<file path="config.mk">
export PLATFORM = sky130hd
export DESIGN_NAME = gray_rx_decoder
export DESIGN_NICKNAME = d
export VERILOG_FILES = /design/src/rtl/gray_rx_pkg.sv /design/src/rtl/gray_sync.sv /design/src/rtl/gray_rx_decoder.sv
export SDC_FILE = /design/constraint.sdc
export NUM_CORES = 1
export LEC_CHECK = 0
export CAP_MARGIN = 10
export CORE_UTILIZATION = 41
export CTS_CLUSTER_DIAMETER = 30
export DETAILED_ROUTE_END_ITERATION = 8
export GPL_TIMING_DRIVEN = 0
export PLACE_DENSITY = 0.75
export SYNTH_ARGS = -nofsm -noshare
export SYNTH_HDL_FRONTEND = slang
export SYNTH_SLANG_ARGS = --single-unit
</file>
<file path="constraint.sdc">
create_clock -name clk -period 2.12 [get_ports clk]
set_input_delay 0.424 -clock clk [delete_from_list [all_inputs] [get_ports clk]]
set_output_delay 0.424 -clock clk [all_outputs]
set_load 0.02 [all_outputs]
</file>
<file path="src/rtl/gray_rx_pkg.sv">
// ---------------------------------------------------------------------------
// gray_rx_pkg
// Shared constants and helpers for Gray-code receivers.
//   ERR_CNT_W   : width of the illegal-jump counter
//   ERR_CNT_MAX : saturation value of the illegal-jump counter
//   GRAY_MAX_W  : widest Gray word gray2bin() accepts
//   gray2bin()  : Gray to binary conversion. Narrower words are passed
//                 zero-extended, which leaves the low bits of the result
//                 unchanged.
// ---------------------------------------------------------------------------
package gray_rx_pkg;

    localparam int ERR_CNT_W = 8;
    localparam logic [ERR_CNT_W-1:0] ERR_CNT_MAX = 8'hFF;
    localparam int GRAY_MAX_W = 32;

    // Each binary bit is the XOR of its Gray bit with every Gray bit above it.
    // Zero bits above the real MSB contribute nothing to that XOR.
    function automatic logic [GRAY_MAX_W-1:0] gray2bin(input logic [GRAY_MAX_W-1:0] g);
        logic [GRAY_MAX_W-1:0] b;
        b[GRAY_MAX_W-1] = g[GRAY_MAX_W-1];
        for (int i = GRAY_MAX_W - 2; i >= 0; i--) begin
            b[i] = b[i+1] ^ g[i];
        end
        return b;
    endfunction

endpackage

</file>
<file path="src/rtl/gray_sync.sv">
// ---------------------------------------------------------------------------
// gray_sync
// Multi-flop synchroniser for a Gray-coded bus. Every stage clears to zero
// under reset.
//   clk   : rising-edge clock
//   rst_n : synchronous reset, active-low
//   din   : asynchronous Gray word
//   dout  : Gray word after STAGES flops
// ---------------------------------------------------------------------------
module gray_sync #(
    parameter int WIDTH  = 4,
    parameter int STAGES = 2
) (
    input  logic             clk,
    input  logic             rst_n,
    input  logic [WIDTH-1:0] din,
    output logic [WIDTH-1:0] dout
);

    logic [WIDTH-1:0] sync_q [STAGES];
    logic [WIDTH-1:0] sync_d [STAGES];

    always_comb begin
        sync_d[0] = din;
        for (int i = 1; i < STAGES; i++) begin
            sync_d[i] = sync_q[i-1];
        end
    end

    always_ff @(posedge clk) begin
        if (!rst_n) begin
            for (int i = 0; i < STAGES; i++) begin
                sync_q[i] <= '0;
            end
        end else begin
            sync_q <= sync_d;
        end
    end

    assign dout = sync_q[STAGES-1];

endmodule

</file>
<file path="src/rtl/gray_rx_decoder.sv">
// ---------------------------------------------------------------------------
// gray_rx_decoder
// Receives a Gray-coded bus from another clock domain. It synchronises the
// bus, converts it to binary and classifies every change as an up-step, a
// down-step or an illegal jump.
//   clk       : rising-edge clock
//   rst_n     : synchronous reset, active-low
//   gray_in   : Gray word, may be asynchronous to clk
//   bin_out   : binary value of the synchronised word
//   bin_valid : bin_out is meaningful. Sticky until reset.
//   step_up   : 1-cycle pulse, new == prev + 1 (mod 2^WIDTH)
//   step_down : 1-cycle pulse, new == prev - 1 (mod 2^WIDTH)
//   err_jump  : 1-cycle pulse, new value is not within one step of prev
//   err_count : saturating illegal-jump counter
// Optional feature: define GRAY_RX_ERR_CNT_EN to build the illegal-jump
// counter. Without that macro, err_count is tied to zero.
// ---------------------------------------------------------------------------
module gray_rx_decoder
    import gray_rx_pkg::*;
#(
    parameter int WIDTH       = 4,
    parameter int SYNC_STAGES = 2
) (
    input  logic                 clk,
    input  logic                 rst_n,
    input  logic [WIDTH-1:0]     gray_in,
    output logic [WIDTH-1:0]     bin_out,
    output logic                 bin_valid,
    output logic                 step_up,
    output logic                 step_down,
    output logic                 err_jump,
    output logic [ERR_CNT_W-1:0] err_count
);

    localparam int PRIME_W = $clog2(SYNC_STAGES + 1);

    logic [WIDTH-1:0]   sync_gray;
    logic [WIDTH-1:0]   decoded;
    logic [WIDTH-1:0]   diff;
    logic               primed;

    logic [PRIME_W-1:0] prime_cnt_q, prime_cnt_d;
    logic [WIDTH-1:0]   bin_q, bin_d;
    logic               valid_q, valid_d;
    logic               up_q, up_d;
    logic               down_q, down_d;
    logic               err_q, err_d;

    gray_sync #(
        .WIDTH  (WIDTH),
        .STAGES (SYNC_STAGES)
    ) u_sync (
        .clk   (clk),
        .rst_n (rst_n),
        .din   (gray_in),
        .dout  (sync_gray)
    );

    assign decoded = WIDTH'(gray2bin(GRAY_MAX_W'(sync_gray)));

    // The sync chain holds reset zeros until it has been refilled with words
    // sampled after release. The compare stage waits SYNC_STAGES edges so
    // that those zeros are never loaded or classified.
    assign primed = (prime_cnt_q == PRIME_W'(SYNC_STAGES));

    // The modular difference classifies every change. +1 and all-ones are
    // distinct codes for any WIDTH >= 2, so the three strobes are mutually
    // exclusive. For WIDTH=2 the opposite value (diff = 2) is an error.
    always_comb begin
        prime_cnt_d = prime_cnt_q;
        bin_d       = bin_q;
        valid_d     = valid_q;
        up_d        = 1'b0;
        down_d      = 1'b0;
        err_d       = 1'b0;
        diff        = decoded - bin_q;

        if (!primed) begin
            prime_cnt_d = prime_cnt_q + PRIME_W'(1);
        end else begin
            bin_d   = decoded;
            valid_d = 1'b1;
            if (valid_q) begin
                up_d   = (diff == WIDTH'(1));
                down_d = (diff == {WIDTH{1'b1}});
                err_d  = (diff != '0) && !up_d && !down_d;
            end
        end
    end

    always_ff @(posedge clk) begin
        if (!rst_n) begin
            prime_cnt_q <= '0;
            bin_q       <= '0;
            valid_q     <= 1'b0;
            up_q        <= 1'b0;
            down_q      <= 1'b0;
            err_q       <= 1'b0;
        end else begin
            prime_cnt_q <= prime_cnt_d;
            bin_q       <= bin_d;
            valid_q     <= valid_d;
            up_q        <= up_d;
            down_q      <= down_d;
            err_q       <= err_d;
        end
    end

    assign bin_out   = bin_q;
    assign bin_valid = valid_q;
    assign step_up   = up_q;
    assign step_down = down_q;
    assign err_jump  = err_q;

`ifdef GRAY_RX_ERR_CNT_EN
    logic [ERR_CNT_W-1:0] err_cnt_q, err_cnt_d;

    // The counter advances together with the err_jump pulse it counts.
    always_comb begin
        err_cnt_d = err_cnt_q;
        if (err_d && (err_cnt_q != ERR_CNT_MAX)) begin
            err_cnt_d = err_cnt_q + ERR_CNT_W'(1);
        end
    end

    always_ff @(posedge clk) begin
        if (!rst_n) begin
            err_cnt_q <= '0;
        end else begin
            err_cnt_q <= err_cnt_d;
        end
    end

    assign err_count = err_cnt_q;
`else
    assign err_count = '0;
`endif

endmodule
</file>
==> impl_results.md <==
- Cts hold-fix bufs: 0
- Final WS setup: -0.0355 ns
- Routed length on met2: 732 µm
- Vias in the first global route: 503
- Synth Register Bits: 18
- CP required: between 2 and 2.5 ns
- RR Endpoint: err_jump
- Cells after synthesis: 78
- PnR Total Power: 1.02 mW
- Area Growth Syn to Fin: 42.8%
- H-tree Lvls: 1
- Dpl ws: -0.165 ns
- Fmax: approximately 460 MHz
- Leakage: 0.483 nW
- Highest metal used: met4
- Met3 wire length: 70 µm
- Row count: 15
- Global-route wire length before repair: 1970 µm
- Crit path DAT: 2.36 ns
- Post-Route WL: around 1300 µm
- Final hold slack: ~0.43 ns
- GR Util All Layers: 0.143
- Violated checks: negative setup slack
- Crit Path Max Fanout: 3
- DRT met1 WL: 514 µm
- Slew Viols, Final: 0
- Reg clk slew, reported paths: 0.11 ns
- Power per cell area: 902 nW/µm²
- Crit path kind: flip-flop to flip-flop
- Worst R2R Start: u_sync.dout[3]
- RSZ-0062 raised after global routing: yes
- DRT antenna net count: 0
- Worst setup SP type: flip-flop
- Initial antenna violation count: 0
- Die W: 45.9 µm
- Die Span Y: 45.9 µm
- Worst r2r path cells: 8
- Hold Path Origin: u_sync.sync_d[0]
- IO Pins: 22
- Post-DP HPWL: around 880 µm
- CTS buffer count: 3
- Status: complete, but fails checks
- Post-layout util: 0.639
- Clock Latency Late Sink: 0.30 ns
- Layout cells sized above 1: 0.282
- Period utilisation layout: 1.02
- Register area share after synthesis: 0.456
- Unique masters post-synth: 24
- # port buffers: 13
- Worst Skew: 0.0119 ns
- Max capacitance violation total: 0
- Hold EP: u_sync.dout[0]
- Hold Crit Depth: 1
- DR pass1 iterations: 3
- Post-layout min period: 2.16 ns
- Setup_tns: -0.0355 ns
- CTS sink cnt: 18
- Inserted Diodes: 0
- Vias: 579
- Grt ovf: 0
- Cell Area, Synth: just under 800 µm²
- Synth Warn #: 0
- Final Setup Violations: 1
- Drt via density: 4.29
- Min-Delay Path Class: flip-flop to flip-flop
- Critical Path End Type: flip-flop
- Fin nets: 122
- CTS root buffer: clkbuf_4
- Residual DRC: 0
- Core Area: roughly 1800 µm²
- GPL Wtd Cong: roughly 0.74
- CTS tree: built
- CTS max path bufs: 2
- WL/cell: 9.99 µm
- Avg Inst Size Synth: slightly above 10 µm²
- Pin count of the biggest net entering global routing: 11
- Starting Density: 0.448
- Final hold vios: 0
- Iter 0 DRT Violations: 7
- FF-to-FF setup slack: -0.04 ns
- Die Area: 2100 µm²
- Peak VDD IR: 564 µV
cell families (layout without fill, tap and decap cells):
kind of cell / Yosys count / count (layout) / synth area share
and+or+nand+nor: 21 / 21 / 0.154
adders and majority gates: 5 / 5 / 0.0888
other: 1 / 8 / 0.00475
DFF: 18 / 18 / 0.456
buffers and inverters: 15 / 40 / 0.109
AOI/OAI and AO/OA: 8 / 8 / 0.0602
muxes: 3 / 3 / 0.0396
xor gates and xnor gates: 7 / 7 / 0.0872
routing by layer:
metal  global-route usage  up-vias
met1                0.117      259
met3               0.0714        5
met5                    0        -
li1                     -      297
met4               0.0882        0
met2                0.265       18
flip-flops by register name, summed over array words and instances, names as in the netlist:
name / cells
bin_out: 4
bin_valid: 1
err_jump: 1
prime_cnt_q: 2
step_down: 1
step_up: 1
u_sync.dout: 4
u_sync.sync_d: 4
worst max-delay path, stage by stage, from the launching register on:
cell and delay, ns:
dfxtp_4 0.38, xnor2_4 0.13, xnor2_2 0.15, xnor2_1 0.22
ha_2 0.24, fa_2 0.46, nor3_2 0.16, nor2_1 0.05
mux2_2 0.26
worst max path at each step:
stage               end  cells after the start      startpoint  slack [ns]
3_5_place_dp   err_jump                      9  u_sync.dout[3]       -0.17
5_1_grt        err_jump                      8  u_sync.dout[2]       -0.12
6_report       err_jump                      8  u_sync.dout[3]       -0.04
3_3_place_gp   err_jump                      9  u_sync.dout[3]        -0.1
2_1_floorplan  err_jump                      9  u_sync.dout[3]        0.01
4_1_cts        err_jump                      8  u_sync.dout[3]       -0.05
power by group:
part | internal, mW | total, mW | switching, mW
clock network | 0.105 | 0.212 | 0.107
logic | 0.203 | 0.396 | 0.193
registers | 0.381 | 0.410 | 0.0288
total | 0.688 | 1.02 | 0.329
area by class of cell:
class / count / area, µm²
inverter: 5 / 18.8
timing repair buffer: 21 / 190
clock buffer: 4 / 36.3
buffer: 10 / 67.6
tap: 25 / 31.3
fill: 162 / 637
multi-input combinational: 52 / 415
sequential: 18 / 368
timing repair:
action | 4_1_cts | 5_1_grt
setup buffers | 6 | 2
endpoints found under the setup margin | 1 | 3
pin swaps | 5 | 6
resized for setup | 7 | 4
cells in the mapped netlist:
cell | number | area share
nor4b_1 | 1 | 0.011
and2_1 | 10 | 0.079
xnor2_2 | 1 | 0.021
a21oi_1 | 3 | 0.019
o21a_1 | 1 | 0.0095
dfxtp_1 | 18 | 0.46
o21ai_0 | 3 | 0.019
conb_1 | 1 | 0.0047
inv_1 | 5 | 0.024
mux2i_1 | 2 | 0.025
nand2_1 | 3 | 0.014
and4_1 | 1 | 0.011
fa_1 | 1 | 0.025
xnor2_1 | 5 | 0.055
nor2_1 | 2 | 0.0095
clkbuf_1 | 2 | 0.0095
ha_1 | 4 | 0.063
nand3_1 | 1 | 0.0063
nor3_1 | 1 | 0.0063
o211a_1 | 1 | 0.013
buf_4 | 8 | 0.076
xor2_1 | 1 | 0.011
nor2b_1 | 2 | 0.016
mux2_2 | 1 | 0.014
through the flow:
step,cells,instance area (µm²)
3_5_place_dp,123,985
5_1_grt,135,1130
4_1_cts,133,1100
2_1_floorplan,85,823
3_3_place_gp,123,985
6_report,135,1130
cells in the final DEF, fill, tap and decap left out:
cell and instances:
and4_1 1, clkbuf_1 2, xnor2_1 4, nor4b_2 1
nor2_1 2, nor2b_1 2, ha_1 3, dfxtp_4 2
o21ai_0 3, o21a_1 1, buf_4 16, clkdlybuf4s50_1 13
nand3_1 1, fa_2 1, a21oi_2 1, mux2_2 1
nor3_2 1, xnor2_2 1, nand2_1 3, xor2_2 1
conb_1 8, xnor2_4 1, clkbuf_4 3, dfxtp_1 16
o211a_1 1, inv_1 5, mux2i_1 2, a21oi_1 2
clkbuf_8 1, ha_2 1, and2_1 10
No activity file was read; power rests on OpenSTA's default activity.
==> RTL change 1 (same flow settings) <==
Register the input `gray_in` before use, without a reset. The logic sees it one clock later.
--- a/src/rtl/gray_rx_decoder.sv
+++ b/src/rtl/gray_rx_decoder.sv
@@ -35,4 +35,10 @@
     localparam int PRIME_W = $clog2(SYNC_STAGES + 1);
 
+    logic [WIDTH-1:0] gray_q;
+
+    always_ff @(posedge clk) begin
+        gray_q <= gray_in;
+    end
+
     logic [WIDTH-1:0]   sync_gray;
     logic [WIDTH-1:0]   decoded;
@@ -53,5 +59,5 @@
         .clk   (clk),
         .rst_n (rst_n),
-        .din   (gray_in),
+        .din   (gray_q),
         .dout  (sync_gray)
     );
Behaviour: not the same (Yosys sat finds a counterexample within 4 cycles, from zero or initial values and one cycle with rst_n low).
==> RTL change 1 against the original RTL <==
The run still ends with setup timing left; power up 4.7%; non-clock buffer count fell by 4; via count increased by 2.6%; synthesized area rose by 10%; utilization fell by 4.6 points; sequential cell count grew 4; routed wire length fell by 1.0%; final area up 4.2%; count of clock-buffer cells in the layout unchanged; worst setup slack worse by 0.026 ns; fmax fell by 1.2%; largest power group unchanged; highest routed layer unchanged.
==> RTL change 1: results (changes against the original RTL) <==
{| class="wikitable"
! Metric !! Value
|-
| Final clock skew || 0.00229 ns (-0.00958 ns)
|-
| Share of layout cells above drive strength 1 || 23.6% (-4.5 points)
|-
| Met1 demand-to-capacity share in global routing || 15.4% (+3.6 points)
|-
| Crit path max-delay cell type || sky130_fd_sc_hd__dfxtp_4
|-
| Total of fill cells in the finished design || 166 (+2.5%)
|-
| Pre-CTS WS || -0.161 ns (+0.00427 ns)
|-
| Cell chosen for the clock root || sky130_fd_sc_hd__clkbuf_4
|-
| Sum of routed wire length over all layers || 1330 um (-1.0%)
|-
| Maximum vdd drop || 0.516 mV (-8.4%)
|-
| Yosys warnings || 0 (unchanged)
|-
| Wire length of the first global-routing pass || 2170 um (+10%)
|-
| Delay of the slowest cell on the worst path || 0.38 ns (-0.08 ns)
|-
| Port bufs || 13 (unchanged)
|-
| Worst min-delay path category || flop to flop
|-
| Commonest cells in the netlist || sky130_fd_sc_hd__dfxtp_1, sky130_fd_sc_hd__and2_1, sky130_fd_sc_hd__buf_4, sky130_fd_sc_hd__inv_1, sky130_fd_sc_hd__xnor2_1
|-
| Violations in the final reports || setup timing
|-
| Final setup violation count || 1 (unchanged)
|-
| Final critical-path setup slack || -0.0619 ns (-0.0264 ns)
|-
| Maximum number of pins on one net before global-route repair || 13 (+2)
|-
| Dominant cells by area after synthesis || sky130_fd_sc_hd__dfxtp_1, sky130_fd_sc_hd__and2_1, sky130_fd_sc_hd__buf_4
|-
| Detail Placement HPWL || 939 um (+6.2%)
|-
| Initial antenna violation count || 0 (unchanged)
|-
| Met3 Use GR || 2.26% (-4.9 points)
|-
| Data arrival time at the worst-slack endpoint || 2.38 ns (+0.02 ns)
|-
| Top fanout value on the critical path || 4 (+1)
|-
| Leak Pwr || 0.500 nW (+3.6%)
|-
| Ratio of routed vias to standard cells || 4.34 (+1.1%)
|-
| Instance area after placement || 1070 sq um (+8.4%)
|-
| Largest delay share family, worst path || XOR/XNOR gates
|-
| Iter 0 DRT Violations || 8 (+1)
|-
| Post-synthesis sequential area ratio || 50.6% (+5.0 points)
|-
| Met2 usage || 24.9% (-1.6 points)
|-
| Number of global-route vias before repair || 539 (+7.2%)
|-
| Internal power consumption || 0.739 mW (+7.4%)
|-
| Worst hold path startpoint || gray_q[3]
|-
| Async set-reset flop share out of synthesis || 0% (unchanged)
|-
| Weighted congestion reported at the end of routability-driven placement || 0.791 (+6.6%)
|-
| Reg2Reg Depth || 10 (+2)
|-
| Total track usage || 14.1% (-0.23 points)
|-
| Inserted Diodes || 0 (unchanged)
|-
| Result of the run || complete, but fails checks
|-
| Number of iterations in the first detailed-routing pass || 2 (-1)
|}
## RTL change 1: cell types whose count changed after synthesis, sizes merged
cell	change
dfxtp	+4
## RTL change 1: cell families after synthesis
logic type | count (synthesis) | share of synthesized area [%]
xor+xnor | 7 | 7.91
fa+ha+maj | 5 | 8.06
compound gates | 8 | 5.47
flops | 22 | 50.6
other cells | 1 | 0.431
buf+inv | 15 | 9.93
simple gates | 21 | 14.0
mux | 3 | 3.60
## RTL change 1: power groups by stage
stage	Combinational [mW]	Sequential (mW)	Clock, mW
after floorplan	0.205	0.521	0
after global placement	0.302	0.498	0
after detailed placement	0.316	0.500	0
after CTS	0.347	0.490	0.231
after global routing	0.400	0.497	0.248
final	0.355	0.491	0.220
## RTL change 1: stage by stage
stage	TNS [ns]	util (%)	hold slack, ns	instances	power, mW
global placement	-0.0923	53.9	0.414	129	0.800
finish	-0.0619	59.3	0.444	137	1.07
detailed placement	-0.161	53.9	0.419	129	0.816
global route	-0.170	59.3	0.465	137	1.14
CTS	-0.0403	58.8	0.450	137	1.07
floorplan	0	-	0.412	89	0.725
## RTL change 1: cell type report
class	count	area (sq um)	area share, %
well taps	27	33.8	2.88
repair buffers	17	160	13.6
multi-input cells	52	413	35.1
flip-flops and latches	22	445	37.9
clock buffers	4	36.3	3.09
inverters	5	18.8	1.60
plain buffers	10	67.6	5.75
## RTL change 1: final timing paths
| path | end | slack, ns |
|---|---|---|
| setup / recovery | err_jump | -0.06 |
| hold / removal | u_sync.sync_d[3] | 0.44 |
| setup reg to reg | err_jump | -0.06 |
| hold reg to reg | u_sync.sync_d[3] | 0.44 |
## RTL change 1: routing by layer
layer,up-vias,wire length [um],share of wire (%)
li1,303,-,-
met1,267,549,41
met4,0,14,1.0
met5,-,0,0
met3,2,62,4.6
met2,22,707,53
## RTL change 1: what timing repair did
item,CTS,global route
pin swaps,4,1
resized for setup,7,2
setup buffers,4,0
endpoints found under the setup margin,1,2
==> RTL change 2 (same flow settings) <==
Without the edit above. Set the package constant `ERR_CNT_W` to 9 (it was 8).
--- a/src/rtl/gray_rx_pkg.sv
+++ b/src/rtl/gray_rx_pkg.sv
@@ -11,5 +11,5 @@
 package gray_rx_pkg;
 
-    localparam int ERR_CNT_W = 8;
+    localparam int ERR_CNT_W = 9;
     localparam logic [ERR_CNT_W-1:0] ERR_CNT_MAX = 8'hFF;
     localparam int GRAY_MAX_W = 32;
Interface: changed (resized err_count); port bits go from 22 to 23. The function was not compared with the original's and may differ.
==> RTL change 2 against the original RTL <==
The run still ends with setup timing left; synthesized area up 0.95%; first-iteration DRC count is 29% lower; count of clock-buffer cells in the layout is the same; final area is 0.11% lower; sequential cell count unchanged; utilization decreased by 0.74 points; worst setup slack got worse by 0.0037 ns; power fell by 2.9%; routed wire length is 4.1% lower; largest cell class unchanged; critical endpoint unchanged; global-route usage is 0.082 points lower; largest power group unchanged.
==> RTL change 2: results (changes against the original RTL) <==
{| class="wikitable"
! Metric !! Value
|-
| Total number of vias || 576 (-0.52%)
|-
| Number of iterations in the first detailed-routing pass || 2 (-1)
|-
| Post-detailed-route wirelength per cell || 9.51 um (-4.8%)
|-
| Layout Cell Area excl Fill || 1130 sq um (-0.11%)
|-
| Instance area after placement || 996 sq um (+1.1%)
|-
| Met2 usage || 23.7% (-2.8 points)
|-
| Sum Neg Setup Slack || -0.0392 ns (-0.00370 ns)
|-
| Final critical-path setup slack || -0.0392 ns (-0.00370 ns)
|-
| Final clock skew || 0.00226 ns (-0.00961 ns)
|-
| Start point of the critical path || u_sync.dout[3]
|-
| Number of global-route vias before repair || 523 (+4.0%)
|-
| Weighted congestion reported at the end of routability-driven placement || 0.716 (-3.6%)
|-
| Violations in the final reports || setup timing
|-
| Net switching share of the total power || 31.9% (-0.45 points)
|-
| Detail Placement HPWL || 917 um (+3.7%)
|-
| Final Total Pwr || 0.988 mW (-2.9%)
|-
| Setup bufs post-CTS || 7 (+1)
|-
| Met3 Use GR || 2.75% (-4.4 points)
|-
| Total track usage || 14.3% (-0.082 points)
|-
| Detailed-route wire length on metal 1 || 535 um (+4.1%)
|-
| Logic power comb || 0.368 mW (-7.1%)
|-
| Count of non-filler cells in the finished layout || 136 (+0.74%)
|-
| Clock Power || 0.208 mW (-2%)
|-
| Met1 demand-to-capacity share in global routing || 16.9% (+5.2 points)
|-
| Highest routing layer actually used || met3
|-
| Worst hold path startpoint || u_sync.sync_d[2]
|-
| Total of fill cells in the finished design || 148 (-8.6%)
|-
| Final setup violation count || 1 (unchanged)
|-
| Dpl cells || 125 (+1.6%)
|-
| Post-synthesis sequential area ratio || 45.2% (-0.43 points)
|-
| Commonest cells in the netlist || sky130_fd_sc_hd__dfxtp_1, sky130_fd_sc_hd__and2_1, sky130_fd_sc_hd__buf_4, sky130_fd_sc_hd__inv_1, sky130_fd_sc_hd__xnor2_1
|-
| Share of layout cells above drive strength 1 || 27.0% (-1.2 points)
|-
| Async set-reset flop share out of synthesis || 0% (unchanged)
|-
| Dominant cells by area after synthesis || sky130_fd_sc_hd__dfxtp_1, sky130_fd_sc_hd__buf_4, sky130_fd_sc_hd__and2_1
|-
| Pre-CTS WS || -0.153 ns (+0.0117 ns)
|-
| Synthesized instance count || 79 (+1.3%)
|-
| Number of nets in the layout || 123 (+0.82%)
|-
| Top fanout value on the critical path || 4 (+1)
|-
| Wire length of the first global-routing pass || 2120 um (+7.7%)
|-
| Routed length on met3 || 78 um (+11%)
|-
| Result of the run || complete, but fails checks
|-
| Leak Pwr || 0.490 nW (+1.4%)
|-
| Maximum vdd drop || 0.646 mV (+15%)
|-
| Detailed-routed wire length on met2 || 679 um (-7.2%)
|-
| Iter 0 DRT Violations || 5 (-2)
|}
-- RTL change 2: cell count changes after synthesis --
cell | unedited run | this run
sky130_fd_sc_hd__buf_4 | 8 | 9
-- RTL change 2: final timing paths --
kind	to	slack [ns]	cells past startpoint
setup / recovery	err_jump	-0.04	8
hold / removal	u_sync.dout[2]	0.45	1
setup reg to reg	err_jump	-0.04	8
hold reg to reg	u_sync.dout[2]	0.45	1
-- RTL change 2: cell families (layout without fill, tap and decap cells) --
group	after synthesis	count (layout)	synth area share, %
buf+inv	16	40	11.8
flops	18	18	45.2
xor+xnor	7	7	8.63
mux	3	3	3.92
fa+ha+maj	5	5	8.79
other cells	1	9	0.471
compound gates	8	8	5.96
simple gates	21	21	15.2
-- RTL change 2: area by class of cell --
type                       count  area share (%)
multi-input combinational     53            37.0
inverter                       5            1.67
sequential                    18            32.4
timing repair buffer          20            16.2
clock buffer                   4            3.22
buffer                        11            6.67
tap                           25            2.78
